`config.mk`:
```
export PLATFORM = sky130hd
export DESIGN_NAME = sync_frame_ctrl
export DESIGN_NICKNAME = d
export VERILOG_FILES = /design/src/rtl/sync_frame_pkg.sv /design/src/rtl/sync_frame_outreg.sv /design/src/rtl/sync_frame_ctrl.sv
export SDC_FILE = /design/constraint.sdc
export NUM_CORES = 1
export LEC_CHECK = 0
export BUFFER_PORTS_ARGS = -buffer_cell sky130_fd_sc_hd__buf_4
export CAP_MARGIN = 20
export CORE_MARGIN = 2
export CORE_UTILIZATION = 40
export CTS_CLUSTER_DIAMETER = 50
export DETAILED_ROUTE_END_ITERATION = 10
export PLACE_DENSITY = 0.71
export SKIP_LAST_GASP = 1
export SYNTH_ARGS = -nofsm -noshare
export SYNTH_HDL_FRONTEND = slang
export SYNTH_SLANG_ARGS = --single-unit
```
`constraint.sdc`:
```
create_clock -name CLK -period 2.9 [get_ports CLK]
set_clock_uncertainty 0.15 [all_clocks]
set_input_delay 0.29 -clock CLK [delete_from_list [all_inputs] [get_ports CLK]]
set_output_delay 0.29 -clock CLK [all_outputs]
set_load 0.005 [all_outputs]
```
`src/rtl/sync_frame_pkg.sv`:
```
// Shared definitions for the transmit framer and the receive-side sync detector:
// sequencer states and the default frame geometry / header pattern.
package sync_frame_pkg;

    typedef enum logic [1:0] {
        IDLE,
        SYNC,
        PAYLOAD
    } state_t;

    localparam int          DEF_NBITS     = 8;
    localparam int          DEF_FRAME_LEN = 255;
    localparam int          DEF_SYNC_LEN  = 2;
    localparam logic [15:0] DEF_SYNC_WORD = 16'hF628;

endpackage

```
`src/rtl/sync_frame_outreg.sv`:
```
// Single-entry registered output stage. ld tells the sequencer when a new word
// may be loaded; a stalled word keeps its data and start-of-frame flag.
import sync_frame_pkg::*;

module sync_frame_outreg #(
    parameter int NBITS = DEF_NBITS
) (
    input  logic             CLK,
    input  logic             RST,
    input  logic             load,
    input  logic [NBITS-1:0] load_data,
    input  logic             load_sof,
    input  logic             out_ready,
    output logic             ld,
    output logic [NBITS-1:0] out_data,
    output logic             out_valid,
    output logic             out_sof
);

    logic [NBITS-1:0] data_reg;
    logic             valid_reg;
    logic             sof_reg;

    assign ld        = !valid_reg || out_ready;
    assign out_data  = data_reg;
    assign out_valid = valid_reg;
    assign out_sof   = sof_reg;

    always_ff @(posedge CLK) begin
        if (RST) begin
            data_reg  <= '0;
            valid_reg <= 1'b0;
            sof_reg   <= 1'b0;
        end else if (ld) begin
            valid_reg <= load;
            if (load) begin
                data_reg <= load_data;
                sof_reg  <= load_sof;
            end
        end
    end

endmodule

```
`src/rtl/sync_frame_ctrl.sv`:
```
// Transmit frame sequencer: inserts an unscrambled SYNC header, then routes
// FRAME_LEN codeword words through the external scrambler into the output register.
import sync_frame_pkg::*;

module sync_frame_ctrl #(
    parameter int                        NBITS     = DEF_NBITS,
    parameter int                        FRAME_LEN = DEF_FRAME_LEN,
    parameter int                        SYNC_LEN  = DEF_SYNC_LEN,
    parameter logic [SYNC_LEN*NBITS-1:0] SYNC_WORD = DEF_SYNC_WORD,
    parameter bit                        RESEED    = 1'b1
) (
    input  logic             CLK,
    input  logic             RST,
    input  logic [NBITS-1:0] in_data,
    input  logic             in_valid,
    input  logic             in_sof,
    output logic             in_ready,
    output logic [NBITS-1:0] scr_din,
    input  logic [NBITS-1:0] scr_dout,
    output logic             scr_en,
    output logic             scr_rst,
    output logic [NBITS-1:0] out_data,
    output logic             out_valid,
    output logic             out_sof,
    input  logic             out_ready,
    output logic [15:0]      frame_cnt,
    output logic             err_sof
);

    localparam int PAY_W   = $clog2(FRAME_LEN);
    localparam int HDR_W   = $clog2(SYNC_LEN + 1);
    localparam int N_SLOTS = 1 << HDR_W;

    state_t           state_reg, state_next;
    logic [HDR_W-1:0] hdr_cnt_reg, hdr_cnt_next;
    logic [PAY_W-1:0] pay_cnt_reg, pay_cnt_next;
    logic [15:0]      frame_cnt_reg, frame_cnt_next;
    logic             err_sof_reg, err_sof_next;

    logic             ld;
    logic             load;
    logic             load_sof;
    logic [NBITS-1:0] load_data;
    logic             reseed_now;

    // Header split into words, MSB word first; slots past SYNC_LEN are never selected.
    logic [NBITS-1:0] sync_words [N_SLOTS];
    for (genvar gi = 0; gi < N_SLOTS; gi++) begin : g_sync
        if (gi < SYNC_LEN) begin : g_word
            assign sync_words[gi] = SYNC_WORD[(SYNC_LEN-1-gi)*NBITS +: NBITS];
        end else begin : g_pad
            assign sync_words[gi] = '0;
        end
    end

    assign scr_din   = in_data;
    assign scr_rst   = RST || reseed_now;
    assign frame_cnt = frame_cnt_reg;
    assign err_sof   = err_sof_reg;

    always_ff @(posedge CLK) begin
        if (RST) begin
            state_reg     <= IDLE;
            hdr_cnt_reg   <= '0;
            pay_cnt_reg   <= '0;
            frame_cnt_reg <= '0;
            err_sof_reg   <= 1'b0;
        end else begin
            state_reg     <= state_next;
            hdr_cnt_reg   <= hdr_cnt_next;
            pay_cnt_reg   <= pay_cnt_next;
            frame_cnt_reg <= frame_cnt_next;
            err_sof_reg   <= err_sof_next;
        end
    end

    always_comb begin
        state_next     = state_reg;
        hdr_cnt_next   = hdr_cnt_reg;
        pay_cnt_next   = pay_cnt_reg;
        frame_cnt_next = frame_cnt_reg;
        err_sof_next   = 1'b0;
        in_ready       = 1'b0;
        scr_en         = 1'b0;
        reseed_now     = 1'b0;
        load           = 1'b0;
        load_sof       = 1'b0;
        load_data      = scr_dout;
        case (state_reg)
            IDLE: begin
                // The start-of-codeword word stays on the input until PAYLOAD takes it.
                in_ready = !in_sof;
                if (in_valid) begin
                    if (in_sof) begin
                        state_next   = SYNC;
                        hdr_cnt_next = '0;
                        reseed_now   = RESEED;
                    end else begin
                        err_sof_next = 1'b1;
                    end
                end
            end
            SYNC: begin
                if (ld) begin
                    load         = 1'b1;
                    load_data    = sync_words[hdr_cnt_reg];
                    load_sof     = (hdr_cnt_reg == '0);
                    hdr_cnt_next = hdr_cnt_reg + 1'b1;
                    if (hdr_cnt_reg == HDR_W'(SYNC_LEN - 1)) begin
                        state_next   = PAYLOAD;
                        pay_cnt_next = '0;
                    end
                end
            end
            PAYLOAD: begin
                // Scrambler only advances when its output word is actually loaded.
                in_ready = ld;
                scr_en   = in_valid && ld;
                if (in_valid && ld) begin
                    load         = 1'b1;
                    pay_cnt_next = pay_cnt_reg + 1'b1;
                    if (in_sof && (pay_cnt_reg != '0)) begin
                        err_sof_next = 1'b1;
                    end
                    if (pay_cnt_reg == PAY_W'(FRAME_LEN - 1)) begin
                        frame_cnt_next = frame_cnt_reg + 16'd1;
                        pay_cnt_next   = '0;
                        state_next     = IDLE;
                    end
                end
            end
            default: state_next = IDLE;
        endcase
    end

    sync_frame_outreg #(
        .NBITS(NBITS)
    ) u_outreg (
        .CLK      (CLK),
        .RST      (RST),
        .load     (load),
        .load_data(load_data),
        .load_sof (load_sof),
        .out_ready(out_ready),
        .ld       (ld),
        .out_data (out_data),
        .out_valid(out_valid),
        .out_sof  (out_sof)
    );

endmodule

```
==> metrics.md <==
| Metric | Value |
|---|---|
| Sw Ratio | `24.5%` |
| Routed via count | `1855` |
| Rel. slew slack | `57.4%` |
| Register area share after synthesis | `38.2%` |
| Initial Utilization | `40.8%` |
| Met1 wire length | `1980 um` |
| Most common cell after layout, fill and taps aside | `buf_4` |
| CP max-delay cell | `or4_4` |
| Syn. warnings | `0` |
| DIE WIDTH | `75.5 um` |
| Status | `finished, final reports clean` |
| Min Tclk post-route | `2430 ps` |
| Leakage power total | `0.919 nW` |
| Routability cong. | `0.808` |
| Final wirelength | `4280 um` |
| Final nets | `300` |
| Slew Viols, Final | `0` |
| Unrepaired setup endpoints after global routing | `false` |
| Internal power | `0.865 mW` |
| Clk sinks | `39` |
| Iter 0 DRT Violations | `82` |
| Syn Nets | `270` |
| CP required | `2970 ps` |
| Multiplexer share of the synthesized area | `3.00%` |
| Worst-margin pin slew | `638 ps` |
| Max VDD drop | `0.184 mV` |
| Seq pwr share | `48.4%` |
| Routed wl met2 | `2010 um` |
| Post-place instance area | `2340 um^2` |
| WS Path Type | `reg2reg` |
| Sum Neg Setup Slack | `0 ps` |
| CP cell instances | `inv_1 > ha_1 > nand2_2 > or4_4 > or4_1 > a21oi_1` |
| Maximum Capacitance Violations | `0` |
| Worst hold path depth | `3` |
| Metal3 WL | `226 um` |
| Syn Area/Cell | `8.52 um^2` |
| Area taken by multi-input logic gates | `1110 um^2` |
| Post-route DRC | `0` |
| Max H-tree Level | `2` |
| Chip Height | `75.5 um` |
| P per Cell Area | `466 nW/um^2` |
| Final setup violation count | `0` |
| Comb power frac | `11.6%` |
| WHS Endpoint | `u_outreg.out_data[4]$_SDFFE_PP0P_` |
| Startpoint Class | `register` |
| Largest net degree at the start of global routing | `34` |
| Via density | `5.44` |
| Hold Crit Class | `in2reg` |
| Synth Area in Adders | `5.51%` |
| Post-Synth XOR/XNOR Area | `0.857%` |
| Sw Pwr | `0.281 mW` |
| P&R area growth vs syn | `20.2%` |
| R2r worst-path depth | `6` |
| Yosys cell types | `47` |
| Drt first pass iters | `4` |
| Die area | `5700 um^2` |
| Number of synthesized flops with an enable pin | `0` |
| Final Hold Violating Endpoints | `0` |
| Antenna Diode Count | `0` |
| Most frequent cells in the layout | `44 x buf_4, 39 x dfxtp_1, 23 x a21oi_1` |
| CP delay by family, top | `simple AND/OR/NAND/NOR gates` |
| TritonCTS clock tree | `built` |
| CTS buffer count | `5` |
| Gr ovfl total | `0` |
| Flops & latches, synth | `39` |
| Antenna violations before repair | `0` |
| Max Freq | `411 MHz` |
| Share of the synthesized area in the top cell type | `38.2%` |
| Compound-Gate Fraction of Synth Area | `20.1%` |
| Reg2reg end | `frame_cnt[11]$_SDFFE_PP0P_` |
| Share of layout cells above drive strength 1 | `21.4%` |
| Tcrit/Tclk final | `83.8%` |
| Max reg flops | `16` |
| # IOs | `59` |
| Clock transition at path regs | `90 ps` |
| CORE AREA | `5010 um^2` |
| First-pass GRT wire length | `6980 um` |
| Row Count | `26` |
| Ranking of synthesized cells by area | `dfxtp_1 38%, a21oi_1 5.6%, ha_1 5.5%, o31ai_1 5.1%, or4_1 4.8%` |
| Largest family of logic cells by synthesized area | `simple AND/OR/NAND/NOR gates` |
| RR Startpoint | `state_reg[0]$_SDFFE_PP0P_` |
| Fin area | `2460 um^2` |
| Sequential cell area | `781 um^2` |
| Post_cts resized | `0` |
| Top routing layer in use | `met4` |
| I/O Buffers | `42` |
| Clock Power Share | `40.0%` |
| Vias in the first global route | `1595` |
| Clk buf depth | `2` |
| Slowest cell delay on critical path | `680 ps` |
| Crit path arrival time | `2500 ps` |
| CP Capture Type | `register` |
| Fillers | `510` |
| Post-DP HPWL | `3030 um` |
| Final ANT Viol Nets | `0` |
| DR WL/cell | `12.6 um` |
| Top_reg_cell synth | `dfxtp_1` |
| Syn Std Cell Area | `2040 um^2` |
| Hold_sp | `scr_dout[4]` |
| # hold bufs at CTS | `0` |
| CP Max Fanout | `30` |
| Clk Latency, worst-skew pair | `300 ps` |
| Top cell type by total area after synthesis | `dfxtp_1` |
| Clock Tree Root | `clkbuf_8` |
| Cells after Synth | `240` |
| Post-CTS Repair Setup Buffers | `0` |
| R2r setup slk | `470 ps` |
| Total GRT Usage | `15.7%` |
| Fraction of registers with async set/reset | `0%` |
| Buffers & Inverters on Critical Path | `1` |
| Simple-gate share of the synthesized area | `24.8%` |
[synth_stat cells (all sizes together), types with 2 or more instances]
| cell | instances |
|---|---|
| inv | 10 |
| nand4 | 6 |
| mux2i | 5 |
| and4 | 2 |
| clkbuf | 11 |
| or4 | 14 |
| nor3 | 2 |
| o21bai | 2 |
| a21oi | 23 |
| ha | 9 |
| a31oi | 5 |
| o21ai | 6 |
| nand2 | 22 |
| a211oi | 4 |
| nor2b | 2 |
| nand2b | 2 |
| and2 | 3 |
| buf | 10 |
| o31ai | 14 |
| nor4b | 2 |
| nand3 | 8 |
| or3 | 8 |
| dfxtp | 39 |
| nor2 | 12 |
| o211ai | 2 |
[worst max-delay path by stage]
stage               slack [ps]  depth (start not counted)                       from                    endpoint
detailed placement         520                          6  state_reg[0]$_SDFFE_PP0P_  frame_cnt[13]$_SDFFE_PP0P_
global placement           570                          6  state_reg[0]$_SDFFE_PP0P_  frame_cnt[13]$_SDFFE_PP0P_
CTS                        460                          6  state_reg[0]$_SDFFE_PP0P_  frame_cnt[11]$_SDFFE_PP0P_
floorplan                  690                          7  state_reg[0]$_SDFFE_PP0P_  frame_cnt[13]$_SDFFE_PP0P_
finish                     470                          6  state_reg[0]$_SDFFE_PP0P_  frame_cnt[11]$_SDFFE_PP0P_
global route               330                          6  state_reg[0]$_SDFFE_PP0P_  frame_cnt[11]$_SDFFE_PP0P_
[stage by stage]
| step | total power, mW | setup slack [ps] | hold WS (ps) | util (%) | cells |
|---|---|---|---|---|---|
| 4_1_cts | 1.16 | 456 | 98.4 | 49.1 | 341 |
| 5_1_grt | 1.20 | 332 | 106 | 49.1 | 341 |
| 2_1_floorplan | 0.660 | 691 | 216 | - | 240 |
| 6_report | 1.15 | 469 | 107 | 49.1 | 341 |
| 3_3_place_gp | 0.700 | 570 | 304 | 46.8 | 333 |
| 3_5_place_dp | 0.701 | 520 | 302 | 46.8 | 333 |
[logic make-up after synthesis]
logic type                 count (synthesis)
and+or+nand+nor                           89
AOI/OAI and AO/OA                         64
DFF                                       39
buffers and inverters                     31
adders and majority gates                  9
muxes                                      6
xor gates and xnor gates                   2
[cell type report]
| type | instances | area share [%] |
|---|---|---|
| Multi-Input combinational cell | 170 | 45.1 |
| Tap cell | 70 | 3.56 |
| Timing Repair Buffer | 44 | 13.4 |
| Clock buffer | 5 | 2.80 |
| Clock inverter | 3 | 1.78 |
| Sequential cell | 39 | 31.8 |
| Inverter | 10 | 1.53 |
[metal layers]
metal / track usage [%] / vias to the layer above
met5: 0 / -
met4: 6.43 / 0
met3: 3.31 / 6
met2: 25.1 / 45
met1: 20.7 / 872
li1: - / 932
[worst register-to-register path: stages (launching register included)]
cell and delay, ps:
dfxtp_1 320, inv_1 100, ha_1 300, nand2_2 100, or4_4 680, or4_1 540, a21oi_1 160
[power groups by stage]
stage	registers (mW)	clock network, mW	logic, mW
finish	0.555	0.459	0.132
floorplan	0.567	0	0.0932
global route	0.556	0.491	0.150
CTS	0.555	0.473	0.134
detailed placement	0.568	0	0.133
global placement	0.567	0	0.132
No activity file was read; power rests on OpenSTA's default activity.
